### src/rtl/lights_monitor.sv
// rtl/lights_monitor.sv - checker for the red/amber/green outputs of the traffic-light controller
//
// Purpose:
//   Decodes each {red,amber,green} sample into a phase and follows the UK
//   sequence R -> R+A -> G -> A -> R. It locks on the first legal pattern after
//   reset, bounds how long any phase may be held, and counts completed light
//   cycles (A -> R transitions). The first fault is latched with a cause code
//   until the next reset.
//
// Ports:
//   clk          in   1      system clock, rising edge
//   rst          in   1      synchronous active-high reset
//   red          in   1      red lamp
//   amber        in   1      amber lamp
//   green        in   1      green lamp
//   phase        out  2      decoded phase: 0=R 1=RA 2=G 3=A
//   locked       out  1      a legal pattern has been accepted since reset
//   err          out  1      sticky error flag
//   err_code     out  2      first cause: 0=none 1=pattern 2=transition 3=dwell
//   cycle_count  out  CNT_W  completed A->R transitions, saturating

module lights_monitor #(
  parameter int MAX_DWELL = 8,
  parameter int CNT_W     = 8
) (
  input  logic             clk,
  input  logic             rst,
  input  logic             red,
  input  logic             amber,
  input  logic             green,
  output logic [1:0]       phase,
  output logic             locked,
  output logic             err,
  output logic [1:0]       err_code,
  output logic [CNT_W-1:0] cycle_count
);

  localparam logic [1:0] ST_SYNC  = 2'd0;
  localparam logic [1:0] ST_TRACK = 2'd1;
  localparam logic [1:0] ST_FAULT = 2'd2;

  localparam logic [1:0] PH_R  = 2'd0;
  localparam logic [1:0] PH_RA = 2'd1;
  localparam logic [1:0] PH_G  = 2'd2;
  localparam logic [1:0] PH_A  = 2'd3;

  localparam logic [1:0] EC_NONE    = 2'd0;
  localparam logic [1:0] EC_PATTERN = 2'd1;
  localparam logic [1:0] EC_TRANS   = 2'd2;
  localparam logic [1:0] EC_DWELL   = 2'd3;

  localparam logic [7:0]       DWELL_LIMIT = 8'(MAX_DWELL);
  localparam logic [CNT_W-1:0] CNT_SAT     = {CNT_W{1'b1}};

  // Registered state
  logic [1:0]       r_state;
  logic [1:0]       r_phase;
  logic             r_locked;
  logic             r_err;
  logic [1:0]       r_err_code;
  logic [7:0]       r_dwell;
  logic [CNT_W-1:0] r_cycle_count;

  // Next-state values
  logic [1:0]       w_state_nxt;
  logic [1:0]       w_phase_nxt;
  logic             w_locked_nxt;
  logic             w_err_nxt;
  logic [1:0]       w_err_code_nxt;
  logic [7:0]       w_dwell_nxt;
  logic [CNT_W-1:0] w_cycle_count_nxt;

  // Pattern decode
  logic       w_legal;
  logic [1:0] w_dec;

  always_comb begin
    w_legal = 1'b1;
    w_dec   = PH_R;
    case ({red, amber, green})
      3'b100:  w_dec = PH_R;
      3'b110:  w_dec = PH_RA;
      3'b001:  w_dec = PH_G;
      3'b010:  w_dec = PH_A;
      default: w_legal = 1'b0;
    endcase
  end

  // The successor relation is a modulo-4 increment of the phase code, so
  // A (3) naturally wraps to R (0).
  logic w_same;
  logic w_succ;
  logic w_wrap;
  logic w_dwell_full;

  always_comb begin
    w_same       = (w_dec == r_phase);
    w_succ       = (w_dec == (r_phase + 2'd1));
    w_wrap       = (r_phase == PH_A) && (w_dec == PH_R);
    w_dwell_full = (r_dwell == DWELL_LIMIT);
  end

  always_comb begin
    w_state_nxt       = r_state;
    w_phase_nxt       = r_phase;
    w_locked_nxt      = r_locked;
    w_err_nxt         = r_err;
    w_err_code_nxt    = r_err_code;
    w_dwell_nxt       = r_dwell;
    w_cycle_count_nxt = r_cycle_count;

    case (r_state)
      ST_SYNC: begin
        // Garbage before the first legal pattern is ignored silently.
        if (w_legal) begin
          w_state_nxt  = ST_TRACK;
          w_phase_nxt  = w_dec;
          w_locked_nxt = 1'b1;
          w_dwell_nxt  = 8'd1;
        end
      end

      ST_TRACK: begin
        if (!w_legal) begin
          w_state_nxt    = ST_FAULT;
          w_err_nxt      = 1'b1;
          w_err_code_nxt = EC_PATTERN;
        end else if (!w_same && !w_succ) begin
          w_state_nxt    = ST_FAULT;
          w_err_nxt      = 1'b1;
          w_err_code_nxt = EC_TRANS;
        end else if (w_same) begin
          // Holding the phase once more while already at the limit is the
          // overrun; the counter therefore never exceeds MAX_DWELL.
          if (w_dwell_full) begin
            w_state_nxt    = ST_FAULT;
            w_err_nxt      = 1'b1;
            w_err_code_nxt = EC_DWELL;
          end else begin
            w_dwell_nxt = r_dwell + 8'd1;
          end
        end else begin
          w_phase_nxt = w_dec;
          w_dwell_nxt = 8'd1;
          if (w_wrap && (r_cycle_count != CNT_SAT)) begin
            w_cycle_count_nxt = r_cycle_count + {{(CNT_W-1){1'b0}}, 1'b1};
          end
        end
      end

      ST_FAULT: begin
        // Everything frozen; only reset leaves this state.
      end

      default: begin
        w_state_nxt = ST_SYNC;
      end
    endcase
  end

  always_ff @(posedge clk) begin
    if (rst) begin
      r_state       <= ST_SYNC;
      r_phase       <= PH_R;
      r_locked      <= 1'b0;
      r_err         <= 1'b0;
      r_err_code    <= EC_NONE;
      r_dwell       <= 8'd0;
      r_cycle_count <= '0;
    end else begin
      r_state       <= w_state_nxt;
      r_phase       <= w_phase_nxt;
      r_locked      <= w_locked_nxt;
      r_err         <= w_err_nxt;
      r_err_code    <= w_err_code_nxt;
      r_dwell       <= w_dwell_nxt;
      r_cycle_count <= w_cycle_count_nxt;
    end
  end

  assign phase       = r_phase;
  assign locked      = r_locked;
  assign err         = r_err;
  assign err_code    = r_err_code;
  assign cycle_count = r_cycle_count;

endmodule

### config.mk
export PLATFORM = sky130hd
export DESIGN_NAME = lights_monitor
export DESIGN_NICKNAME = d
export VERILOG_FILES = /design/src/rtl/lights_monitor.sv
export SDC_FILE = /design/constraint.sdc
export NUM_CORES = 1
export LEC_CHECK = 0
export CAP_MARGIN = 15
export CORE_UTILIZATION = 45
export CTS_CLUSTER_DIAMETER = 100
export DETAILED_ROUTE_END_ITERATION = 8
export MAX_ROUTING_LAYER = met4
export PLACE_DENSITY = 0.68
export REMOVE_ABC_BUFFERS = 1
export SETUP_SLACK_MARGIN = 0.15
export SLEW_MARGIN = 15
export SYNTH_ARGS = -nofsm -noshare
export SYNTH_HDL_FRONTEND = slang
export SYNTH_SLANG_ARGS = --single-unit
### constraint.sdc
create_clock -name clk -period 3.8 [get_ports clk]
set_input_delay 0.57 -clock clk [delete_from_list [all_inputs] [get_ports clk]]
set_output_delay 0.57 -clock clk [all_outputs]
set_load 0.01 [all_outputs]
==> results.md <==
- Mapped Avg Cell Area: 8.544 um2
- Yosys warnings: 0
- Register area share after synthesis: 0.3328
- Hold Startpoint: err
- Post-Layout Cell Count: 227
- GR peak layer: met2
- Hold buffer count at cts: 0
- Vias in the first global route: 1,204
- Reg2reg start: phase[0]
- Grt met2 use: 0.3563
- Hold Vio Cnt, Final: 0
- Initial antenna violation count: 0
- Die H: 58.65 um
- Layout cells sized above 1: 0.08743
- Fin Clk Skew: 11.65 ps
- CTS tree: yes
- Status: complete, no violations
- Drc violations: 0
- Max Buffers Root-to-Sink: 2
- Total grt overflow: 0
- Clk_lat worst skew: 320 ps
- Worst Hold Depth: 2
- Fin util: 0.5525
- Largest net degree at the start of global routing: 25
- Clk pin slew, worst setup/hold paths: 140 ps
- Clock root buffer: clkbuf_4
- Number of diodes: 0
- Unrepaired setup endpoints after global routing: no
- Via count: 1,239
- Setup bufs post-CTS: 0
- I/O pins: 19
- Initial Util: 0.4730
- Per-cell routed wire length: 13.59 um
- Peak Freq: 375.9 MHz
- Worst slew margin: 0.4183
- Worst VDD drop: 133.4 uV
- Drt pass-1 iters: 4
- Met3 Usage GRT: 0.03077
- Core ar.: 0.003053 mm2
- Slew @ Worst Pin: 869.8 ps
- Number of buffers created by CTS: 3
- Power Density: 336.8 mW/mm2
- Total power: 0.5680 mW
- Hold Path End: err
- Crit Path Max Fanout: 15
- DRT iter0 DRCs: 30
- Gr usage total: 0.2052
- Worst Path Arrival: 2890 ps
- Setup_tns: 0 ps
- Pleak: 0.5383 nW
- Max_cap viols: 0
- Worst R2R Path Depth: 7
- R2r endpoint: phase[1]
- Die ar.: 0.003439 mm2
- Die width: 58.65 um
- Period Utilization, post-route: 0.7001
- H-tree depth: 1
- Hold Crit Class: reg -> reg
- RD Place Congestion: 0.8192
- Placement-stage cell area: 0.001634 mm2
- Overall routed net length: 3.085 mm
- IO buf count: 18
- Final non-filler cell area: 0.001687 mm2
- Placed cell count: 223
- DR vias/cell: 5.458
- Crit end category: register
- Reg2reg setup slack: 1180 ps
- Setup CP Type: in -> reg
- Yosys cell types: 46
- Slew Limit Fails: 0
- Startpoint Class: input port
- Post-synthesis register bit count: 24
- Count of final setup violators: 0
- Rows: 20
- Global-route wire length before repair: 5.299 mm
- Post-detail-place hpwl: 2.154 mm
- Nets: 193
- Clock sinks: 24
- P&R area growth vs syn: 16.81%
- Grt met1 use: 0.2360
- Post-Syn Area: 0.001444 mm2
- Remaining antenna violation count: 0
- Critical Path RT: 4030 ps
- Post-synthesis instance total: 169
- Post-cts gate resize count: 0
- Crit path time final: 2660 ps
-- flip-flops by register name, summed over array words and instances, names as in the netlist --
register	flops
cycle_count	8
r_dwell	8
err_code	2
phase	2
r_state	2
err	1
locked	1
-- placed cells by master, fill, tap and decap left out, types with 7 or more instances in the layout --
cell             Yosys  final
nand3_1              8      8
clkdlybuf4s50_1      0     18
nor2_1              15     15
dfxtp_1             24     24
nand2_1             11     11
xnor2_1             13     13
a21oi_1              8      8
inv_1                7      7
nor3_1              10     10
-- through the flow --
step | setup WS, ps | hold WS (ps)
finish | 1140 | 458.2
detailed placement | 802.9 | 443.4
floorplan | 1439 | 451.4
global placement | 857.4 | 435.4
global route | 1004 | 491.7
CTS | 1152 | 463.2
-- where the power goes --
group | switching [mW] | total (mW) | internal (mW)
sequential | 0.0118 | 0.272 | 0.261
combinational | 0.0614 | 0.109 | 0.0473
clock | 0.0802 | 0.187 | 0.107
-- area by class of cell --
cell class | instances | area, um2
clock inverter | 1 | 30.03
timing repair buffer | 18 | 180.2
inverter | 7 | 26.28
clock buffer | 3 | 22.52
fill | 295 | 1366
multi-input combinational | 130 | 892.1
tap | 44 | 55.05
sequential | 24 | 480.5
-- cell families (layout without fill, tap and decap cells) --
logic type	after synthesis	in the layout	share of synthesized area
DFF	24	24	0.3328
adders and majority gates	4	4	0.03466
xor gates and xnor gates	17	17	0.1031
buffers and inverters	15	29	0.04939
AOI/OAI and AO/OA	28	28	0.1456
muxes	5	5	0.04419
and+or+nand+nor	76	76	0.2903
-- worst max-delay path, cell delays in order --
cell,delay [ps]
clkdlybuf4s50_1,630
nand2b_1,250
mux4_2,520
o21ai_1,170
o21ai_1,110
a21oi_2,300
mux2_1,350
-- worst max path at each step --
stage,start,to,slack [ps]
2_1_floorplan,phase[0],phase[1],1440
3_3_place_gp,green,phase[1],860
3_5_place_dp,green,phase[1],800
4_1_cts,green,phase[1],1150
5_1_grt,green,phase[1],1000
6_report,green,phase[1],1140
-- layer usage --
layer  vias to the layer above  wire length (um)
met1                       581              1443
met3                         5                89
met5                         -                 0
met2                        22              1514
li1                        631                 -
met4                         0                37
-- Yosys cell counts, drive strengths merged --
cell    number  share of area
a32oi        1          0.011
buf          5          0.023
mux4         1          0.016
ha           4          0.035
xnor2       13          0.079
o21bai       1         0.0078
nor3        10          0.035
nand2b       5          0.022
nand4b       1         0.0061
and2         1         0.0061
inv          7          0.018
nor4         4          0.017
o21ai        8          0.028
o31ai        1         0.0052
a22oi        1         0.0052
nor3b        1         0.0052
nand2       11          0.029
a21oi        9          0.034
a32o         1         0.0069
nor2        15          0.039
nand3        8          0.028
clkbuf       3         0.0078
dfxtp       24           0.33
or3b         1         0.0061
nand4        4          0.017
xor2         4          0.024
and4         2          0.014
mux2i        3          0.021
o211ai       2          0.020
and3b        1         0.0061
and3         2         0.0087
mux2         1         0.0078
nand3b       1         0.0052
a211oi       4          0.028
nor4b        2          0.012
nor2b        4          0.019
or2          2         0.0087
nor4bb       1         0.0069
Note: power is estimated with default switching activity, not from simulation.
